`config.mk`:
```
export PLATFORM = sky130hd
export DESIGN_NAME = uart_tx_frame
export DESIGN_NICKNAME = d
export VERILOG_FILES = /design/src/rtl/uart_pkg.sv /design/src/rtl/uart_bit_timer.sv /design/src/rtl/uart_tx_frame.sv
export SDC_FILE = /design/constraint.sdc
export NUM_CORES = 1
export LEC_CHECK = 0
export CORE_MARGIN = 2
export CORE_UTILIZATION = 23
export DETAILED_ROUTE_END_ITERATION = 10
export PLACE_DENSITY = 0.49
export SLEW_MARGIN = 25
export SYNTH_ARGS = -nofsm -noshare
export SYNTH_HDL_FRONTEND = slang
export SYNTH_HIERARCHICAL = 1
export SYNTH_SLANG_ARGS = --single-unit
export TNS_END_PERCENT = 100
```
`constraint.sdc`:
```
create_clock -name clk -period 5.9 [get_ports clk]
set_input_delay 0.885 -clock clk [delete_from_list [all_inputs] [get_ports clk]]
set_output_delay 0.885 -clock clk [all_outputs]
set_load 0.01 [all_outputs]
```
`src/rtl/uart_pkg.sv`:
```
// Shared types and parity helper for the UART transmit path.
package uart_pkg;

  typedef enum logic [1:0] {
    PAR_NONE  = 2'b00,
    PAR_ODD   = 2'b01,
    PAR_EVEN  = 2'b10,
    PAR_NONE2 = 2'b11
  } par_type_e;

  typedef enum logic [2:0] {
    IDLE,
    START,
    DATA,
    PARITY,
    STOP,
    BREAK
  } tx_state_e;

  localparam int unsigned MAX_DWIDTH = 9;

  // Narrower words are zero-extended by the caller, which leaves the XOR unchanged.
  function automatic logic calc_parity(input logic [MAX_DWIDTH-1:0] data,
                                       input par_type_e par_type);
    case (par_type)
      PAR_ODD:  calc_parity = ~^data;
      PAR_EVEN: calc_parity = ^data;
      default:  calc_parity = 1'b1;
    endcase
  endfunction

endpackage

```
`src/rtl/uart_bit_timer.sv`:
```
// Counts baud ticks and strobes bit_end on the last tick of each serial bit period.
module uart_bit_timer #(
  parameter int OVERSAMPLE = 16
) (
  input  logic clk,
  input  logic rst_n,
  input  logic baud_tick,
  input  logic restart,
  output logic bit_end
);

  localparam int TW = (OVERSAMPLE > 1) ? $clog2(OVERSAMPLE) : 1;
  localparam logic [TW-1:0] LAST = TW'(OVERSAMPLE - 1);

  logic [TW-1:0] tick_cnt;

  assign bit_end = baud_tick && !restart && (tick_cnt == LAST);

  always_ff @(posedge clk or negedge rst_n) begin
    if (!rst_n) begin
      tick_cnt <= '0;
    end else if (restart) begin
      tick_cnt <= '0;
    end else if (baud_tick) begin
      tick_cnt <= (tick_cnt == LAST) ? '0 : tick_cnt + 1'b1;
    end
  end

endmodule

```
`src/rtl/uart_tx_frame.sv`:
```
// UART transmit framer: start, LSB-first data, optional parity, 1/2 stop bits.
// Define UART_TX_BREAK_EN to add the send_break input and BREAK state.
module uart_tx_frame
  import uart_pkg::*;
#(
  parameter int DWIDTH     = 8,
  parameter int OVERSAMPLE = 16
) (
  input  logic              clk,
  input  logic              rst_n,
  input  logic              baud_tick,
  input  logic              tx_valid,
  output logic              tx_ready,
  input  logic [DWIDTH-1:0] data_in,
  input  logic [1:0]        par_type,
  input  logic              stop2,
`ifdef UART_TX_BREAK_EN
  input  logic              send_break,
`endif
  output logic              tx_out,
  output logic              tx_busy,
  output logic              tx_done
);

  localparam int BW = $clog2(DWIDTH + 1);
  localparam logic [BW-1:0] LAST_BIT = BW'(DWIDTH - 1);

  tx_state_e         state;
  logic [DWIDTH-1:0] shreg;
  logic [BW-1:0]     bit_cnt;
  logic              par_bit_q;
  logic              par_en_q;
  logic              stop2_q;
  logic              stop_sec_q;
  logic              accept;
  logic              restart;
  logic              bit_end;
  par_type_e         par_sel;
`ifdef UART_TX_BREAK_EN
  logic              brk_hold_q;
`endif

  assign par_sel = par_type_e'(par_type);
  assign accept  = tx_valid && tx_ready;

  // The timer is held cleared while idle so every frame starts on a full bit period.
`ifdef UART_TX_BREAK_EN
  assign restart = (state == IDLE) || ((state == BREAK) && !brk_hold_q);
`else
  assign restart = (state == IDLE);
`endif

  uart_bit_timer #(
    .OVERSAMPLE(OVERSAMPLE)
  ) u_bit_timer (
    .clk      (clk),
    .rst_n    (rst_n),
    .baud_tick(baud_tick),
    .restart  (restart),
    .bit_end  (bit_end)
  );

  always_ff @(posedge clk or negedge rst_n) begin
    if (!rst_n) begin
      state      <= IDLE;
      tx_out     <= 1'b1;
      tx_ready   <= 1'b1;
      tx_busy    <= 1'b0;
      tx_done    <= 1'b0;
      shreg      <= '0;
      bit_cnt    <= '0;
      par_bit_q  <= 1'b0;
      par_en_q   <= 1'b0;
      stop2_q    <= 1'b0;
      stop_sec_q <= 1'b0;
`ifdef UART_TX_BREAK_EN
      brk_hold_q <= 1'b0;
`endif
    end else begin
      tx_done <= 1'b0;
      case (state)
        IDLE: begin
`ifdef UART_TX_BREAK_EN
          if (send_break) begin
            state      <= BREAK;
            tx_out     <= 1'b0;
            tx_ready   <= 1'b0;
            tx_busy    <= 1'b1;
            brk_hold_q <= 1'b0;
          end else
`endif
          if (accept) begin
            state      <= START;
            tx_out     <= 1'b0;
            tx_ready   <= 1'b0;
            tx_busy    <= 1'b1;
            shreg      <= data_in;
            bit_cnt    <= '0;
            par_bit_q  <= calc_parity(MAX_DWIDTH'(data_in), par_sel);
            par_en_q   <= (par_sel == PAR_ODD) || (par_sel == PAR_EVEN);
            stop2_q    <= stop2;
            stop_sec_q <= 1'b0;
          end
        end
        START: begin
          if (bit_end) begin
            state  <= DATA;
            tx_out <= shreg[0];
            shreg  <= shreg >> 1;
          end
        end
        DATA: begin
          if (bit_end) begin
            if (bit_cnt == LAST_BIT) begin
              bit_cnt <= '0;
              if (par_en_q) begin
                state  <= PARITY;
                tx_out <= par_bit_q;
              end else begin
                state  <= STOP;
                tx_out <= 1'b1;
              end
            end else begin
              bit_cnt <= bit_cnt + 1'b1;
              tx_out  <= shreg[0];
              shreg   <= shreg >> 1;
            end
          end
        end
        PARITY: begin
          if (bit_end) begin
            state  <= STOP;
            tx_out <= 1'b1;
          end
        end
        STOP: begin
          if (bit_end) begin
            if (stop2_q && !stop_sec_q) begin
              stop_sec_q <= 1'b1;
            end else begin
              state    <= IDLE;
              tx_done  <= 1'b1;
              tx_ready <= 1'b1;
              tx_busy  <= 1'b0;
            end
          end
        end
`ifdef UART_TX_BREAK_EN
        BREAK: begin
          if (!brk_hold_q) begin
            if (!send_break) begin
              tx_out     <= 1'b1;
              brk_hold_q <= 1'b1;
            end
          end else if (bit_end) begin
            state    <= IDLE;
            tx_ready <= 1'b1;
            tx_busy  <= 1'b0;
          end
        end
`endif
        default: begin
          state    <= IDLE;
          tx_out   <= 1'b1;
          tx_ready <= 1'b1;
          tx_busy  <= 1'b0;
        end
      endcase
    end
  end

endmodule

```
==> impl_metrics.json <==
{
  "status": "complete, no violations",
  "fin_nets": 193,
  "grt_pass1_vias": 1102,
  "grt_overflow": 0,
  "wl_um": 3016,
  "synth_edf_count": 0,
  "synth.avg_cell_area_um2": 9.904,
  "dr.pass1.iters": 6,
  "p_leak_nw": 0.7510,
  "n_antenna_cell": 0,
  "insertion_delay_ns": 0.27,
  "yosysUniqueCellTypes": 41,
  "worstPathMaxFanout": 14,
  "ys_warn_count": 6,
  "async_flop_share": 1.000,
  "cts.sink_count": 27,
  "synth.most_common_cell": "dfrtp_1",
  "setup_tns_ns": 0,
  "cp_data_required_time_ns": 6.06,
  "grt_usage": 0.08920,
  "antenna_found_initial": 0,
  "hold-worst-slack_ns": 0.4777,
  "relSlewSlack": 0.5879,
  "dieArea_um2": 7299,
  "routedWlPerCell_um": 12.06,
  "layout-drive-gt1-share": 0.1734,
  "drt_iter0_drc": 85,
  "path_clk_slew_ns": 0.08,
  "core_um2": 6386,
  "tightest_slew_ns": 0.6181,
  "yosysSeqAreaShare": 0.4446,
  "finalMaxSlewViolations": 0,
  "rsz0062_at_grt": "no",
  "ir_drop_uv": 103.4,
  "die_h_um": 85.44,
  "critPathKind": "input port to flip-flop",
  "holdBufCountCts": 0,
  "drtAntennaViolNets": 0,
  "drc": 0,
  "netlist_top_cells_area": "dfrtp_1 (41%), mux2_2 (11%), o21ai_0 (4.9%)",
  "portBuffers": 18,
  "min_from": "bit_cnt[3]",
  "cts-resized-gates": 0,
  "power_density_nw_per_um2": 220.8,
  "htreeDepth": 1,
  "cts_max_path_buffers": 2,
  "fin_worst_skew_ns": 0.002613,
  "endpoint_kind": "flip-flop",
  "synthTopCellsByCount": "dfrtp_1 (25), mux2_2 (15), nand2_1 (15), o21ai_0 (15), nor2_1 (13)",
  "die_x_um": 85.44,
  "num_vias": 1149,
  "cts_tree": "yes",
  "num_rows": 29,
  "fin_crit_sh": 0.4678,
  "cts_root_buffer": "clkbuf_8",
  "cp-startpoint": "baud_tick",
  "grt_max_degree": 28,
  "syn_area_um2": 1525,
  "syn_nets": 173,
  "drv_cap": 0,
  "ios": 19,
  "cts_inserted_buffers": 3,
  "clock.fmax_ghz": 0.3623,
  "synth_top_cell_area_share": 0.4102,
  "yosysTopAreaCell": "dfrtp_1",
  "area_delta_synth_final_pct": 20.26,
  "hp-class": "flip-flop to flip-flop",
  "setup-violations-final": 0,
  "cp.arrival_ns": 2.92,
  "hpwl_um": 2235,
  "grt_pass1_wl_um": 5175,
  "gp_congestion": 0.7951,
  "ys_ff_latch": 27,
  "ys.flop_type": "dfrtp_1",
  "reg2reg_from": "state[1]",
  "start_kind": "input port",
  "drt-vias-per-instance": 4.596,
  "final_hold_viol_count": 0,
  "postSynthCellCount": 154,
  "post-route-min-period_ns": 2.760,
  "start_util": 0.2388,
  "cts_setup_buffers": 0
}
-- power by group --
part / total, mW / switching, mW / leakage, nW / internal (mW)
clock: 0.103 / 0.0547 / 0.0228 / 0.0484
sequential: 0.221 / 0.0171 / 0.344 / 0.204
combinational: 0.0812 / 0.0367 / 0.385 / 0.0445
-- kinds of logic after synthesis --
| family | share of synthesized area |
|---|---|
| xor gates and xnor gates | 0.04594 |
| muxes | 0.1304 |
| AOI/OAI and AO/OA | 0.1362 |
| and+or+nand+nor | 0.1772 |
| DFF | 0.4446 |
| adders and majority gates | 0.03282 |
| buffers and inverters | 0.03281 |
-- cells in the final DEF, fill, tap and decap left out, types with 2 or more instances in the layout --
cell,n
clkdlybuf4s50_1,18
mux2i_1,3
o31ai_1,2
nor3_1,2
nand2b_1,3
xnor2_1,7
ha_1,4
o21ai_0,15
a21oi_1,7
dfrtp_1,25
mux2_2,15
nor2_1,13
clkbuf_8,3
inv_1,6
nand2_1,15
a31oi_1,2
buf_4,2
dfstp_2,2
nor2_4,2
nand3_1,4
nor2b_1,2
-- metal layers --
metal,track usage,vias up,part of all wire
li1,-,579,-
met2,0.1321,23,0.42
met3,0.02140,4,0.051
met1,0.1252,543,0.51
met5,0,-,0
met4,0.03463,0,0.014
-- cell type report --
| cell class | instances | area, um2 |
|---|---|---|
| Fill cell | 667 | 4552 |
| Timing Repair Buffer | 20 | 195.2 |
| Clock buffer | 4 | 45.04 |
| Sequential cell | 27 | 678.2 |
| Multi-Input combinational cell | 116 | 797.0 |
| Tap cell | 77 | 96.34 |
| Inverter | 6 | 22.52 |
-- critical path: stages --
cell	delay [ns]
clkdlybuf4s50_1	0.57
nand2_2	0.09
nor3_1	0.18
buf_4	0.22
nor3b_1	0.27
a311oi_2	0.11
nor2_4	0.23
mux2_2	0.36
-- through the flow --
stage               instance area [um2]  setup slack, ns  power, mW    util  std cells
global placement                   1789            2.916     0.3058  0.2802        246
CTS                                1834            3.130     0.4117  0.2872        250
finish                             1834            3.140     0.4049  0.2872        250
detailed placement                 1789            2.873     0.3064  0.2802        246
floorplan                          1525            3.605     0.2781       -        154
global route                       1834            2.953     0.4310  0.2872        250
-- state kept, by name (all words and copies together), names as in the netlist --
signal / count
bit_cnt: 4
par_bit_q: 1
par_en_q: 1
shreg: 8
state: 3
stop2_q: 1
stop_sec_q: 1
tx_busy: 1
tx_done: 1
tx_out: 1
tx_ready: 1
u_bit_timer/tick_cnt: 4
-- path summary, 6_finish.rpt --
kind | to | slack, ns | cells after the start
max | shreg[5] | 3.14 | 8
min | bit_cnt[3] | 0.48 | 1
max reg2reg | shreg[5] | 3.31 | 8
min reg2reg | bit_cnt[3] | 0.48 | 1
max in group asynchronous | tx_out | 4.62 | 2
min in group asynchronous | u_bit_timer/tick_cnt[1] | 0.98 | 2
Power figures use the tool's default switching activity.
